File: src/rtl/display_scan_controller.sv
// Purpose : time-multiplexes one hex 7-segment decoder across NUM_DIGITS common-anode digits with a dark gap before each digit.
// Latency : all outputs registered; a load commits at the next frame boundary, or one cycle after capture while scanning is disabled.
// Backpressure: none; load is a fire-and-forget strobe, and repeated loads before a commit overwrite staging (last write wins).
module display_scan_controller #(
  parameter int NUM_DIGITS   = 4,
  parameter int DIG_CYCLES   = 50000,
  parameter int BLANK_CYCLES = 500,
  parameter int LZ_BLANK     = 1
) (
  input  logic                            clk,
  input  logic                            rst_n,
  input  logic                            en,
  input  logic [4*NUM_DIGITS-1:0]         value,
  input  logic [NUM_DIGITS-1:0]           dp_mask,
  input  logic                            load,
  output logic                            load_pending,
  output logic [NUM_DIGITS-1:0]           anode,
  output logic [3:0]                      num,
  output logic                            dp,
  output logic [$clog2(NUM_DIGITS)-1:0]   digit_idx,
  output logic                            frame_done
);

  localparam int IW   = $clog2(NUM_DIGITS);
  localparam int MAXC = (DIG_CYCLES > BLANK_CYCLES) ? DIG_CYCLES : BLANK_CYCLES;
  localparam int CW   = (MAXC > 1) ? $clog2(MAXC) : 1;

  localparam logic [CW-1:0] BLANK_LAST = CW'(BLANK_CYCLES - 1);
  localparam logic [CW-1:0] DIG_LAST   = CW'(DIG_CYCLES - 1);
  localparam logic [IW-1:0] LAST_IDX   = IW'(NUM_DIGITS - 1);

  typedef enum logic {BLANK = 1'b0, ACTIVE = 1'b1} state_t;

  state_t                   state, nxt_state;
  logic [CW-1:0]            cnt, nxt_cnt;
  logic [IW-1:0]            nxt_idx;
  logic                     frame_end;
  logic                     commit;
  logic                     nxt_pending;
  logic [4*NUM_DIGITS-1:0]  stage_val, disp_val, nxt_disp_val;
  logic [NUM_DIGITS-1:0]    stage_dpm, disp_dpm, nxt_disp_dpm;
  logic [NUM_DIGITS-1:0]    lz_dark;
  logic [NUM_DIGITS-1:0]    nxt_anode;
  logic [3:0]               sel_num;
  logic                     sel_dp;
  logic                     sel_dark;

  // Scan sequencing: BLANK gap, then ACTIVE digit; the last digit's end closes the frame.
  always_comb begin
    nxt_state = state;
    nxt_cnt   = cnt + 1'b1;
    nxt_idx   = digit_idx;
    frame_end = 1'b0;
    if (!en) begin
      nxt_state = BLANK;
      nxt_cnt   = '0;
    end else if (state == BLANK) begin
      if (cnt == BLANK_LAST) begin
        nxt_state = ACTIVE;
        nxt_cnt   = '0;
      end
    end else if (cnt == DIG_LAST) begin
      nxt_state = BLANK;
      nxt_cnt   = '0;
      if (digit_idx == LAST_IDX) begin
        nxt_idx   = '0;
        frame_end = 1'b1;
      end else begin
        nxt_idx = digit_idx + 1'b1;
      end
    end
  end

  // Commit decision: frame boundary, or immediately while the display is held dark.
  // A load coinciding with a commit bypasses staging so the newest value is shown.
  always_comb begin
    commit       = frame_end | (~en & load_pending);
    nxt_disp_val = disp_val;
    nxt_disp_dpm = disp_dpm;
    nxt_pending  = load_pending;
    if (commit) begin
      nxt_pending = 1'b0;
      if (load) begin
        nxt_disp_val = value;
        nxt_disp_dpm = dp_mask;
      end else begin
        nxt_disp_val = stage_val;
        nxt_disp_dpm = stage_dpm;
      end
    end else if (load) begin
      nxt_pending = 1'b1;
    end
  end

  // Leading-zero mask and per-digit output selection, computed from next-cycle state.
  always_comb begin
    logic zero_run;
    zero_run = 1'b1;
    lz_dark  = '0;
    for (int i = NUM_DIGITS - 1; i >= 1; i--) begin
      zero_run   = zero_run & (nxt_disp_val[4*i +: 4] == 4'h0);
      lz_dark[i] = (LZ_BLANK != 0) && zero_run;
    end
    sel_num   = 4'h0;
    sel_dp    = 1'b0;
    sel_dark  = 1'b0;
    nxt_anode = '1;
    for (int i = 0; i < NUM_DIGITS; i++) begin
      if (nxt_idx == IW'(i)) begin
        sel_num      = nxt_disp_val[4*i +: 4];
        sel_dp       = nxt_disp_dpm[i];
        sel_dark     = lz_dark[i];
        nxt_anode[i] = !((nxt_state == ACTIVE) && !lz_dark[i]);
      end
    end
  end

  // FSM state, cycle counter and digit index.
  always_ff @(posedge clk or negedge rst_n) begin
    if (!rst_n) begin
      state     <= BLANK;
      cnt       <= '0;
      digit_idx <= '0;
    end else begin
      state     <= nxt_state;
      cnt       <= nxt_cnt;
      digit_idx <= nxt_idx;
    end
  end

  // Double-buffered value: staging captures every load, display updates on commit.
  always_ff @(posedge clk or negedge rst_n) begin
    if (!rst_n) begin
      stage_val    <= '0;
      stage_dpm    <= '0;
      disp_val     <= '0;
      disp_dpm     <= '0;
      load_pending <= 1'b0;
    end else begin
      if (load) begin
        stage_val <= value;
        stage_dpm <= dp_mask;
      end
      disp_val     <= nxt_disp_val;
      disp_dpm     <= nxt_disp_dpm;
      load_pending <= nxt_pending;
    end
  end

  // Registered display drive; a blanked digit also keeps its decimal point dark.
  always_ff @(posedge clk or negedge rst_n) begin
    if (!rst_n) begin
      anode      <= '1;
      num        <= 4'h0;
      dp         <= 1'b1;
      frame_done <= 1'b0;
    end else begin
      anode      <= nxt_anode;
      num        <= sel_num;
      dp         <= sel_dark | ~sel_dp;
      frame_done <= frame_end;
    end
  end

endmodule
File: config.mk
export PLATFORM = sky130hd
export DESIGN_NAME = display_scan_controller
export DESIGN_NICKNAME = d
export VERILOG_FILES = /design/src/rtl/display_scan_controller.sv
export SDC_FILE = /design/constraint.sdc
export NUM_CORES = 1
export LEC_CHECK = 0
export ABC_AREA = 1
export BUFFER_PORTS_ARGS = -buffer_cell sky130_fd_sc_hd__buf_2
export CAP_MARGIN = 15
export CELL_PAD_IN_SITES_DETAIL_PLACEMENT = 0
export CELL_PAD_IN_SITES_GLOBAL_PLACEMENT = 2
export CORE_ASPECT_RATIO = 0.6
export CORE_UTILIZATION = 39
export DETAILED_ROUTE_END_ITERATION = 16
export PLACE_DENSITY = 0.84
export SLEW_MARGIN = 20
export SYNTH_ARGS = -nofsm -noshare
export SYNTH_HDL_FRONTEND = slang
export SYNTH_SLANG_ARGS = --single-unit
File: constraint.sdc
create_clock -name clk -period 2.92 [get_ports clk]
set_input_delay 0.584 -clock clk [delete_from_list [all_inputs] [get_ports clk]]
set_output_delay 0.584 -clock clk [all_outputs]
set_load 0.05 [all_outputs]
# [Word level (Yosys, flattened, before mapping)]
# Cells that the tools add are included.
[op_classes] n_addsub=2 n_eq_ne=6 mux=37 n_bitwise=7 n_reduce_logical=15
[op_table] operator="two-way mux 16 bit" count=6
[op_table] operator="two-way mux 4 bit" count=6
[op_table] operator="two-way mux 1 bit" count=21
[op_table] operator="adder 16 x 1 -> 16 bit (second input constant)" count=1
[op_table] operator="equality test 16 bit (second input constant)" count=1
[op_table] operator="equality test 16 x 9 -> 1 bit (second input constant)" count=1
[op_table] operator="logical NOT 4 bit" count=3
[op_table] operator="two-way mux 2 bit" count=4
[op_table] operator="logical NOT 1 bit" count=7
[op_table] operator="equality test 2 bit (second input constant)" count=3
[op_table] operator="bitwise AND 1 bit" count=3
[op_table] operator="logical AND 1 bit" count=3
[op_table] operator="adder 2 x 1 -> 2 bit (second input constant)" count=1
[op_table] operator="equality test 2 x 1 -> 1 bit (second input constant)" count=1
[op_table] operator="logical NOT 2 bit" count=1
[op_table] operator="NOT 1 bit" count=2
[op_table] operator="bitwise OR 1 bit" count=2
[op_table] operator="nonzero test 2 bit" count=1
[totals] ff_bits=70 inputBits=24 output_inout_bits=13 word_cells=79

# [Longest topological paths before layout]
# Gate-level depths: netlist of the first run.
[depth] depth_word=14 mapped_depth=13 mapped_depth_nobuf=12

# [Least setup slack after synthesis of the first run]
# Ideal clock, no wire load.
[synth_timing] path_kind="register -> register" from="register cnt[0]" to="register dp" setup_ns=0.075 arrival_ns=1.813 required_ns=2.845 setup_slack_ns=1.032 stages_incl_launch_ff=13 path_buffers=2 synth_period_minus_slack_ns=1.888 path_cell_list="dfrtp_1 > ha_1 > nand3_4 > nor3_4 > nand4_4 > nand2_4 > buf_12 > buf_12 > nand2_1 > nand2_1 > nand3_1 > nand2_1 > nand2_1"
[synth_via] word_cells_on_any_way=28 cone_classes="4 x eq/ne; 15 x mux; 5 x bitwise; 4 x reduce/logical"
[synth_rtl] item="start, declared" line_no="35" rtl="logic [CW-1:0] cnt, nxt_cnt;"
[synth_rtl] item="start signal, assigned" line_no="126" rtl="cnt <= nxt_cnt;"
[synth_rtl] item="equality test 16 bit" line_no="62" rtl="end else if (cnt == DIG_LAST) begin"
[synth_rtl] item="two-way mux 1 bit" line_no="62"
[synth_rtl] item="two-way mux 1 bit" line_no="57" rtl="end else if (state == BLANK) begin"
[synth_rtl] item="two-way mux 1 bit" line_no="54" rtl="if (!en) begin"
[synth_rtl] item="bitwise OR 1 bit" line_no="77" rtl="commit = frame_end | (~en & load_pending);"
[synth_rtl] item="two-way mux 4 bit" line_no="81" rtl="if (commit) begin"
[synth_rtl] item="net nxt_disp_dpm[3]" line_no="41" rtl="logic [NUM_DIGITS-1:0] stage_dpm, disp_dpm, nxt_disp_dpm;"
[synth_rtl] item="two-way mux 1 bit" line_no="109" rtl="if (nxt_idx == IW'(i)) begin"
[synth_rtl] item="NOT 1 bit" line_no="160" rtl="dp <= sel_dark | ~sel_dp;"
[synth_rtl] item="bitwise OR 1 bit" line_no="160"
[synth_rtl] item="end signal, assigned" line_no="160"
[synth_rtl] item="end, declared" line_no="19" rtl="output logic dp,"
# The timed path passes the listed nets, and every way through them passes these cells.
# A chain may end at the register's enable or synchronous reset.

# [Worst setup path in the final report of the first run]
[layout_timing] from="register cnt[0]" to="register anode[2]"
[layout_via] elab_chain_cells=12 word_cells_on_any_way=22 cone_classes="3 x eq/ne; 12 x mux; 2 x bitwise; 5 x reduce/logical"
[layout_lines] item="equality test 16 bit" line_no="62"
[layout_lines] item="two-way mux 1 bit" line_no="62"
[layout_lines] item="two-way mux 1 bit" line_no="57"
[layout_lines] item="two-way mux 1 bit" line_no="54"
[layout_lines] item="bitwise OR 1 bit" line_no="77"
[layout_lines] item="two-way mux 16 bit" line_no="81"
[layout_lines] item="net nxt_disp_val[13]" line_no="40" rtl="logic [4*NUM_DIGITS-1:0] stage_val, disp_val, nxt_disp_val;"
[layout_lines] item="logical NOT 4 bit" line_no="101" rtl="zero_run = zero_run & (nxt_disp_val[4*i +: 4] == 4'h0);"
[layout_lines] item="bitwise AND 1 bit" line_no="101"
[layout_lines] item="logical NOT 1 bit" line_no="113" rtl="nxt_anode[i] = !((nxt_state == ACTIVE) && !lz_dark[i]);"
[layout_lines] item="logical AND 1 bit" line_no="113"
[layout_lines] item="logical NOT 1 bit" line_no="113"
[layout_lines] item="two-way mux 1 bit" line_no="109"
[layout_lines] item="net nxt_anode[2]" line_no="43" rtl="logic [NUM_DIGITS-1:0] nxt_anode;"
[layout_lines] item="end signal, assigned" line_no="158" rtl="anode <= nxt_anode;"
[layout_lines] item="end, declared" line_no="17" rtl="output logic [NUM_DIGITS-1:0] anode,"
# The timed path passes the listed nets, and every way through them passes these cells.

==> results of run 1 <==
==> routing by layer <==
| layer | routed length (um) | vias to the layer above |
|---|---|---|
| li1 | - | 1170 |
| met1 | 3850 | 1043 |
| met3 | 356 | 11 |
| met2 | 2540 | 48 |
| met4 | 100 | 0 |
| met5 | 0 | - |
==> path summary, 6_finish.rpt <==
check / end / cells after the start
worst max-delay path: anode[2] / 12
worst min-delay path: cnt[5] / 1
worst max register to register: anode[2] / 12
worst min register to register: cnt[0] / 1
max in group asynchronous: anode[3] / 2
min in group clk: cnt[0] / 1
==> registers in the layout, summed over array words and instances, names as in the netlist <==
register	cells
anode	4
cnt	16
digit_idx	2
disp_dpm	4
disp_val	16
dp	1
frame_done	1
load_pending	1
num	4
stage_dpm	4
stage_val	16
state	1
==> cell type report <==
class	instances	area, sq um
clock buffers	12	256
clock inverters	4	45.0
fillers	796	4130
inverters	34	128
multi-input cells	226	1210
flip-flops and latches	70	1760
well taps	108	135
repair buffers	40	223
==> worst reg2reg max path, stage by stage, from the launching register on <==
cell	delay, ns
dfrtp_1	0.36
ha_1	0.26
nand3_4	0.13
nor3_4	0.30
nand4_4	0.14
nand2_4	0.31
nand2_1	0.10
nand2_1	0.13
nor2_1	0.06
nand2_1	0.11
nor2_2	0.08
nor2_1	0.10
nand2_1	0.06
==> synthesized netlist by cell type, types with 2 or more instances <==
cell type / count
dfstp_2: 5
nand4_1: 7
nor2_1: 35
dfrtp_1: 65
buf_12: 2
clkbuf_1: 2
nor2_2: 5
xnor2_1: 2
xor2_1: 5
nor3b_1: 2
nor4_1: 3
mux2i_1: 12
ha_1: 2
nand2_2: 2
nor3_1: 5
inv_1: 34
nand3_1: 26
nand2_1: 98
a21oi_1: 2
a31oi_1: 3
and2_1: 2
buf_2: 2
a31oi_4: 3
==> stage by stage <==
step / utilization / std cells / total power, W
floorplan: - / 337 / 0.00141
global placement: 0.438 / 478 / 0.00151
detailed placement: 0.438 / 478 / 0.00151
CTS: 0.477 / 494 / 0.00261
global route: 0.477 / 494 / 0.00271
finish: 0.477 / 494 / 0.00258
==> cells by family (layout without fill, tap and decap cells) <==
group           after synthesis  count (layout)  share of synthesized area
simple gates                191             191                      0.274
mux                          12              12                     0.0379
flops                        70              70                      0.555
xor+xnor                      7               7                     0.0194
compound gates               14              14                     0.0435
fa+ha+maj                     2               2                    0.00790
buf+inv                      41              90                     0.0620
==> power by group through the flow <==
stage          clock network, W  logic [W]  registers [W]
2_1_floorplan                 0   0.000219        0.00119
3_3_place_gp                  0   0.000376        0.00113
3_5_place_dp                  0   0.000381        0.00113
4_1_cts                 0.00111   0.000382        0.00112
5_1_grt                 0.00116   0.000427        0.00113
6_report                0.00109   0.000377        0.00112
==> impl_metrics.py, run 1 <==
metrics = {
    "global_routing": {
        "grt_pass1_wl_mm": 11.6,
        "grtUsageTotal": 0.185,
        "grt_antenna_before_repair": 0,
        "grt_pass1_vias": 2186,
        "met2_usage": 0.233,
        "grt_use_met3": 0.0661,
        "use_met1": 0.280,
        "grt_max_degree": 40,
        "gr-max-usage-layer": "met1",
        "grt-ovfl-total": 0,
    },
    "route": {
        "route.vias.total": 2272,
        "drc": 2,
        "vias_per_cell": 4.60,
        "routed_wl_mm": 6.84,
        "routedWlPerCell_um": 13.9,
        "ant_nets": 0,
        "drtPass1Iterations": 10,
        "drtIter0Drc": 116,
    },
    "clock_tree": {
        "worstSkewPairLatency_ns": 0.33,
        "post_cts_buffers": 0,
        "htreeDepth": 3,
        "clk_path_buf_depth": 2,
        "cts-resized-gates": 0,
        "clk_pin_slew_ns": 0.05,
        "ctsHoldBuffers": 0,
        "root_buffer": "clkbuf_16",
        "cts_tree": "yes",
        "cts_buffers": 9,
        "cts.sinks": 70,
    },
    "setup_path": {
        "crit_chain": "ha_1 -> nand3_4 -> nor3_4 -> nand4_4 -> nand2_4 -> nand2_1 -> nand2_1 -> nor2_1 -> nand2_1 -> nor2_2 -> nor2_1 -> nand2_1",
        "end_kind": "register",
        "crit_path_max_incr_delay_ns": 0.36,
        "startpoint_type": "register",
        "required_ns": 3.17,
        "arrival_ns": 2.46,
        "slowest_stage": "dfrtp_1",
        "cp-startpoint": "cnt[0]",
        "ff2ff_setup_slack_ns": 0.71,
        "critical-path-top-delay-family": "simple AND/OR/NAND/NOR gates",
        "crit_top_cell": "nand2_1",
        "cp.buffers_inverters": 0,
        "r2r-start": "cnt[0]",
        "crit_type": "reg2reg",
        "cp_max_fo": 25,
    },
    "synthesis": {
        "syn_area_sq_um": 3170,
        "synth_ff_type": "dfrtp_1",
        "avgSynthCellArea_sq_um": 9.40,
        "yosys.area.top_type_share": 0.514,
        "synth_fp_nets": 363,
        "synth-async-reset-ratio": 1.00,
        "synth-edff-count": 0,
        "synthTopCellsByArea": "dfrtp_1, nand2_1, dfstp_2",
        "yosys_warnings": 0,
        "synth_cell_types": 36,
        "seq_area_frac_synth": 0.555,
        "ys_ff_latch": 70,
        "syn_inst": 337,
        "yosysTopAreaCell": "dfrtp_1",
    },
    "timing": {
        "final-max-slew-violation-count": 0,
        "fin_skew_ns": 0.00308,
        "setup_ws_ns": 0.709,
        "worst_slew_pin_slew_ns": 0.740,
        "period_share": 0.757,
        "hold_violations": 0,
        "holdWs_ns": 0.315,
        "fmax_ghz": 0.452,
        "finalSetupTns_ns": 0,
        "finalCriticalPeriod_ns": 2.21,
        "relSlewSlack": 0.507,
        "rsz0062_at_grt": "no",
        "setup_viol": 0,
    },
    "pwr": {
        "p_int_w": 0.00190,
        "p_leak_nw": 1.85,
        "seq_power_share": 0.432,
        "powerDensity_nw_per_um2": 686,
        "ir_worst_vdd_v": 0.000237,
        "switching_share": 0.262,
        "pwr-share-clk": 0.421,
        "combPwrFrac": 0.146,
        "p_switching_w": 0.000675,
    },
    "floorplanning": {
        "initial_utilization": 0.402,
        "fp-row-count": 25,
        "ios": 37,
        "coreArea_sq_um": 7880,
        "die_w_um": 118,
        "die_h_um": 71.8,
        "die-area_sq_um": 8500,
    },
    "status": {
        "status": "finished with violations",
        "violations": "DRC",
    },
    "cells_and_area": {
        "layout.nets": 407,
        "diodes": 0,
        "drive_gt1_frac": 0.197,
        "area_delta_synth_final_pct": 18.6,
        "final_common_cell": "nand2_1",
        "layout_common_cells": "nand2_1, dfrtp_1, buf_2, nor2_1, inv_1",
        "finalInstanceArea_sq_um": 3760,
    },
    "worst_hold_path": {
        "hold_class": "in2async",
    },
    "flow_run": {
        "cap_violations": 0,
    },
    "place": {
        "io_buffer_count": 36,
        "place_area_sq_um": 3460,
        "dp_hpwl_mm": 4.94,
        "pre_cts_ws_ns": 0.665,
        "place_congestion": 0.785,
    },
}
Power figures use the tool's default switching activity.
==> run 2: changes to the inputs <==
ABC_AREA = 0   (was 1)
PLACE_DENSITY = 0.79   (was 0.84)
clock period = 2.1 ns   (was 2.92 ns; I/O delays follow)
==> run 2 against run 1 <==
The flow finishes with violations (setup timing). Synthesized area decreased by 1.7%. Clock skew grew 0.00077 ns. Via count increased by 0.62%. Largest power group unchanged. Largest cell class unchanged. Die area decreased by 1.7%. Clock power up 39%.
==> impl_metrics.py, run 2 <==
metrics = {
    "synthesis": {
        "netlist_top_cells_count": "dfrtp_1, mux2_2, nor2_1, nand2_1, inv_1",
        "synthTopCellsByArea": "dfrtp_1, mux2_2, dfstp_2",
        "synth-edff-count": 0,
        "avgSynthCellArea_sq_um": 12.2,
        "seq_area_frac_synth": 0.565,
        "synth_ff_type": "dfrtp_1",
        "synth-async-reset-ratio": 1.00,
        "yosysTopAreaCell": "dfrtp_1",
        "synth_fp_nets": 281,
        "ys_ff_latch": 70,
        "post-synth-top-count-cell": "dfrtp_1",
        "synth_cell_types": 50,
        "yosys_warnings": 0,
        "syn_area_sq_um": 3110,
        "syn_inst": 255,
        "yosys.area.top_type_share": 0.523,
    },
    "timing": {
        "setup_viol": 15,
        "hold_violations": 0,
        "final-max-slew-violation-count": 0,
        "rsz0062_at_grt": "yes",
        "period_share": 1.19,
        "fmax_ghz": 0.402,
        "setup_ws_ns": -0.390,
        "relSlewSlack": 0.558,
        "worst_slew_pin_slew_ns": 0.663,
        "finalCriticalPeriod_ns": 2.49,
        "fin_skew_ns": 0.00385,
    },
    "pwr": {
        "powerDensity_nw_per_um2": 865,
        "finalPower_w": 0.00380,
        "ir_worst_vdd_v": 0.000599,
        "p_leak_nw": 2.03,
    },
    "setup_path": {
        "ff2ff_path_depth": 7,
        "slowest_stage": "or4_4",
        "end_kind": "register",
        "critical-path-top-delay-family": "simple AND/OR/NAND/NOR gates",
        "startpoint_type": "register",
        "crit_path_max_incr_delay_ns": 0.57,
        "crit_type": "reg2reg",
        "crit_chain": "nand4b_1 -> nor4_4 -> a41o_2 -> mux2_4 -> or4_4 -> nor3_2 -> or3_1",
        "arrival_ns": 2.77,
        "crit_cells": 7,
        "cp_max_fo": 5,
        "cp.buffers_inverters": 0,
        "required_ns": 2.38,
    },
    "cells_and_area": {
        "post-route-util": 0.588,
        "seq_area_sq_um": 1760,
        "nFillCells": 629,
        "drive_gt1_frac": 0.508,
        "layout_common_cells": "dfrtp_1, buf_4, buf_2, mux2_2, nor2_1",
        "finalInstanceArea_sq_um": 4400,
        "top_regs": "cnt: 16 flops, disp_val: 16 flops, stage_val: 16 flops",
        "diodes": 0,
        "final_common_cell": "dfrtp_1",
        "multiInputGateArea_sq_um": 1410,
        "area_delta_synth_final_pct": 41.3,
        "layout.nets": 389,
    },
    "floorplanning": {
        "fp-row-count": 24,
        "die_w_um": 117,
        "ios": 37,
        "die_h_um": 71.2,
        "initial_utilization": 0.416,
        "coreArea_sq_um": 7480,
        "die-area_sq_um": 8350,
    },
    "place": {
        "io_buffer_count": 36,
        "place_area_sq_um": 3900,
        "place_congestion": 0.877,
        "dp_hpwl_mm": 5.53,
    },
    "route": {
        "route.vias.total": 2286,
        "routed_wl_mm": 7.52,
        "m1WireLength_mm": 4.20,
        "routedWlPerCell_um": 15.9,
        "route.met2.wl_mm": 2.90,
        "ant_nets": 0,
        "route.met3.wl_um": 319,
        "routed.top_layer": "met4",
        "drtIter0Drc": 123,
        "drtPass1Iterations": 4,
        "vias_per_cell": 4.84,
        "drc": 0,
    },
    "clock_tree": {
        "root_buffer": "clkbuf_16",
        "clk_pin_slew_ns": 0.05,
        "cts_buffers": 9,
        "htreeDepth": 3,
        "cts.sinks": 70,
        "clk_path_buf_depth": 2,
        "worstSkewPairLatency_ns": 0.33,
        "cts_tree": "yes",
    },
    "flow_run": {
        "cap_violations": 0,
    },
    "global_routing": {
        "grt_max_degree": 28,
        "grt_antenna_before_repair": 0,
        "grt_pass1_wl_mm": 12.2,
        "grtUsageTotal": 0.199,
        "grt-ovfl-total": 0,
        "grt_pass1_vias": 2260,
    },
    "status": {
        "violations": "setup timing",
        "status": "finished with violations",
    },
    "worst_hold_path": {
        "hold_class": "in2async",
    },
}
run 2: layout make-up:
class	instances	area share
clock inverters	3	0.00968
well taps	104	0.0296
clock buffers	13	0.0592
inverters	12	0.0108
flip-flops and latches	70	0.400
multi-input cells	165	0.320
repair buffers	105	0.171
run 2: path summary, 6_finish.rpt:
kind                              from  slack [ns]           end
min in group clk              value[0]        0.35  stage_val[0]
max reg2reg                     cnt[4]       -0.39      anode[1]
max in group asynchronous        rst_n        1.34      anode[0]
max                             cnt[4]       -0.39      anode[1]
min                              rst_n        0.12        cnt[4]
min reg2reg                disp_val[1]        0.50   disp_val[1]
run 2: report_power, final:
part	switching (W)	internal [W]
clock	0.000534	0.000982
sequential	0.0000622	0.00153
combinational	0.000373	0.000326
run 2: cells by family (layout without fill, tap and decap cells):
| logic type | after synthesis | after routing | share of synthesized area |
|---|---|---|---|
| AOI/OAI and AO/OA | 24 | 24 | 0.0543 |
| xor gates and xnor gates | 14 | 14 | 0.0394 |
| adders and majority gates | 2 | 2 | 0.00804 |
| buffers and inverters | 20 | 133 | 0.0346 |
| DFF | 70 | 70 | 0.565 |
| muxes | 41 | 41 | 0.150 |
| and+or+nand+nor | 84 | 84 | 0.149 |
run 2: stage by stage:
stage / cells / setup TNS (ns) / worst slack, ns / hold WS, ns
2_1_floorplan: 255 / -2.63 / -0.522 / 0.124
3_3_place_gp: 450 / -4.76 / -0.475 / 0.475
3_5_place_dp: 450 / -5.82 / -0.552 / 0.483
4_1_cts: 471 / -2.52 / -0.352 / 0.129
5_1_grt: 472 / -4.34 / -0.440 / 0.149
6_report: 472 / -2.96 / -0.390 / 0.119
run 2: timing repair:
action | CTS | global route
gates resized for setup | 24 | 9
gates cloned | 0 | 1
pin swaps | 6 | 1
setup buffers | 6 | 0
hold buffers | 0 | 0
setup endpoints to repair | 27 | 31
run 2: layer usage:
metal,global-route usage,vias up
met1,0.307,1117
met4,0.0736,0
met2,0.252,48
met3,0.0637,10
met5,0,-
li1,-,1111
run 2: worst register-to-register path, delay by kind of cell (launching register included):
| family | cells | cell delay, ns |
|---|---|---|
| AO/OA/AOI/OAI | 1 | 0.32 |
| flip-flops | 1 | 0.41 |
| multiplexers | 1 | 0.32 |
| AND/OR/NAND/NOR | 5 | 1.40 |
==> run 3: changes to the inputs <==
--- a/config.mk
+++ b/config.mk
@@ -11,5 +11,5 @@
 export CELL_PAD_IN_SITES_DETAIL_PLACEMENT = 0
 export CELL_PAD_IN_SITES_GLOBAL_PLACEMENT = 2
-export CORE_ASPECT_RATIO = 0.6
+export CORE_ASPECT_RATIO = 1.2
 export CORE_UTILIZATION = 39
 export DETAILED_ROUTE_END_ITERATION = 16
==> constraint.sdc (replaced) <==
create_clock -name clk -period 2.1 [get_ports clk]
set_input_delay 0.21 -clock clk [delete_from_list [all_inputs] [get_ports clk]]
set_output_delay 0.21 -clock clk [all_outputs]
set_load 0.05 [all_outputs]
==> run 3 against run 2 <==
Sequential cell count stayed put. Clock power shrank 26%. The run still ends with setup timing left. Highest routed layer unchanged. Critical endpoint unchanged. Sequential power barely moved. Critical path type unchanged. Worst hold slack got worse by 0.022 ns. First-iteration DRC count down 39%.
==> impl_metrics.py, run 3 (synthesis gave the netlist of run 2 again) <==
metrics = {
    "cells_and_area": {
        "layout_common_cells": "dfrtp_1, buf_4, buf_2, mux2_2, nor2_1",
        "diodes": 0,
        "final_common_cell": "dfrtp_1",
        "seq_area_sq_um": 1760,
        "drive_gt1_frac": 0.487,
        "multiInputGateArea_sq_um": 1350,
        "layout.cells.non_filler": 451,
        "nFillCells": 713,
        "layout.nets": 380,
        "top_regs": "cnt: 16 flops, disp_val: 16 flops, stage_val: 16 flops",
        "area_delta_synth_final_pct": 33.5,
        "post-route-util": 0.539,
    },
    "setup_path": {
        "arrival_ns": 2.79,
        "slowest_stage": "or4_4",
        "crit_chain": "or3b_1 -> nor4_2 -> a41o_2 -> mux2_4 -> or4_4 -> nor3_2 -> or3_1",
        "crit_path_max_incr_delay_ns": 0.55,
        "required_ns": 2.39,
        "cp_max_fo": 5,
        "crit_type": "reg2reg",
        "ff2ff_setup_slack_ns": -0.40,
        "end_kind": "register",
        "startpoint_type": "register",
        "ff2ff_path_depth": 7,
        "r2r-start": "cnt[5]",
        "reg2reg_to": "anode[1]",
    },
    "worst_hold_path": {
        "hold_class": "in2reg",
        "hold_depth": 2,
        "hp-start": "dp_mask[3]",
        "min_to": "stage_dpm[3]",
    },
    "timing": {
        "period_share": 1.19,
        "hold_violations": 0,
        "worst_slew_pin_slew_ns": 0.457,
        "setup_viol": 18,
        "setup_ws_ns": -0.397,
        "finalSetupTns_ns": -2.88,
        "final-max-slew-violation-count": 0,
        "relSlewSlack": 0.696,
        "fmax_ghz": 0.401,
        "holdWs_ns": 0.0975,
        "fin_skew_ns": 0.00628,
        "finalCriticalPeriod_ns": 2.50,
        "rsz0062_at_grt": "yes",
    },
    "pwr": {
        "finalPower_w": 0.00336,
        "powerDensity_nw_per_um2": 809,
        "p_leak_nw": 1.90,
        "ir_worst_vdd_v": 0.000659,
    },
    "clock_tree": {
        "clk_pin_slew_ns": 0.08,
        "root_buffer": "clkbuf_8",
        "htreeDepth": 3,
        "cts_tree": "yes",
        "cts.sinks": 70,
        "clk_path_buf_depth": 2,
        "cts_buffers": 9,
        "worstSkewPairLatency_ns": 0.35,
    },
    "global_routing": {
        "met2_usage": 0.305,
        "use_met1": 0.209,
        "grt_use_met3": 0.0444,
        "gr-max-usage-layer": "met2",
        "grt_pass1_wl_mm": 11.4,
        "grt_pass1_vias": 2345,
        "grtUsageTotal": 0.176,
        "grt-ovfl-total": 0,
        "grt_max_degree": 52,
        "grt_antenna_before_repair": 0,
    },
    "route": {
        "vias_per_cell": 4.89,
        "route.vias.total": 2206,
        "drtIter0Drc": 75,
        "drc": 0,
        "routedWlPerCell_um": 14.6,
        "ant_nets": 0,
        "routed_wl_mm": 6.59,
        "drtPass1Iterations": 4,
    },
    "floorplanning": {
        "die_w_um": 83.5,
        "fp-row-count": 35,
        "initial_utilization": 0.404,
        "die-area_sq_um": 8340,
        "ios": 37,
        "coreArea_sq_um": 7710,
        "die_h_um": 99.9,
    },
    "status": {
        "violations": "setup timing",
        "status": "finished with violations",
    },
    "place": {
        "dp_hpwl_mm": 4.91,
        "place_congestion": 0.830,
        "dp.cells": 426,
        "io_buffer_count": 36,
    },
    "flow_run": {
        "cap_violations": 0,
    },
}
run 3: how the worst max path moves through the flow:
stage,from,to,slack (ns)
floorplan,cnt[7],dp,-0.52
global placement,cnt[7],dp,-0.46
detailed placement,cnt[7],anode[2],-0.55
CTS,cnt[5],anode[1],-0.40
global route,cnt[5],anode[1],-0.52
finish,cnt[5],anode[1],-0.40
run 3: final cells by class:
cell class                      count  share of cell area
Timing Repair inverter              1             0.00181
Tap cell                           92              0.0277
Inverter                           12              0.0114
Multi-Input combinational cell    165               0.324
Sequential cell                    70               0.423
Clock inverter                      6              0.0169
Timing Repair Buffer               95               0.162
Clock buffer                       10              0.0331
run 3: routing by layer:
| layer | vias up | wire (um) |
|---|---|---|
| met4 | 0 | 123 |
| met3 | 9 | 236 |
| met1 | 1074 | 2880 |
| met5 | - | 0 |
| met2 | 33 | 3350 |
| li1 | 1090 | - |
run 3: repair_timing:
action | in CTS | in global routing
hold endpoints to repair | 19 | 0
gates resized for setup | 9 | 10
setup buffers | 6 | 0
hold buffers | 1 | 0
gates cloned | 1 | 1
pin swaps | 4 | 2
setup endpoints to repair | 26 | 39
run 3: metrics by stage:
| step | setup WS, ns | instance area, sq um |
|---|---|---|
| 2_1_floorplan | -0.522 | 3180 |
| 3_3_place_gp | -0.462 | 3810 |
| 3_5_place_dp | -0.550 | 3810 |
| 4_1_cts | -0.402 | 4120 |
| 5_1_grt | -0.521 | 4160 |
| 6_report | -0.397 | 4160 |
run 3: worst max-delay path: cells and delay by family (launching register included):
kind | cells | cell delay [ns]
flip-flops | 1 | 0.37
AND/OR/NAND/NOR | 5 | 1.42
AO/OA/AOI/OAI | 1 | 0.32
multiplexers | 1 | 0.32
run 3: where the power goes:
| group | leakage, nW | total, W | switching (W) | internal (W) |
|---|---|---|---|---|
| Combinational | 0.953 | 0.000658 | 0.000348 | 0.000309 |
| Clock | 0.0951 | 0.00112 | 0.000534 | 0.000586 |
| Sequential | 0.853 | 0.00158 | 0.0000619 | 0.00152 |
| Total | 1.90 | 0.00336 | 0.000944 | 0.00242 |
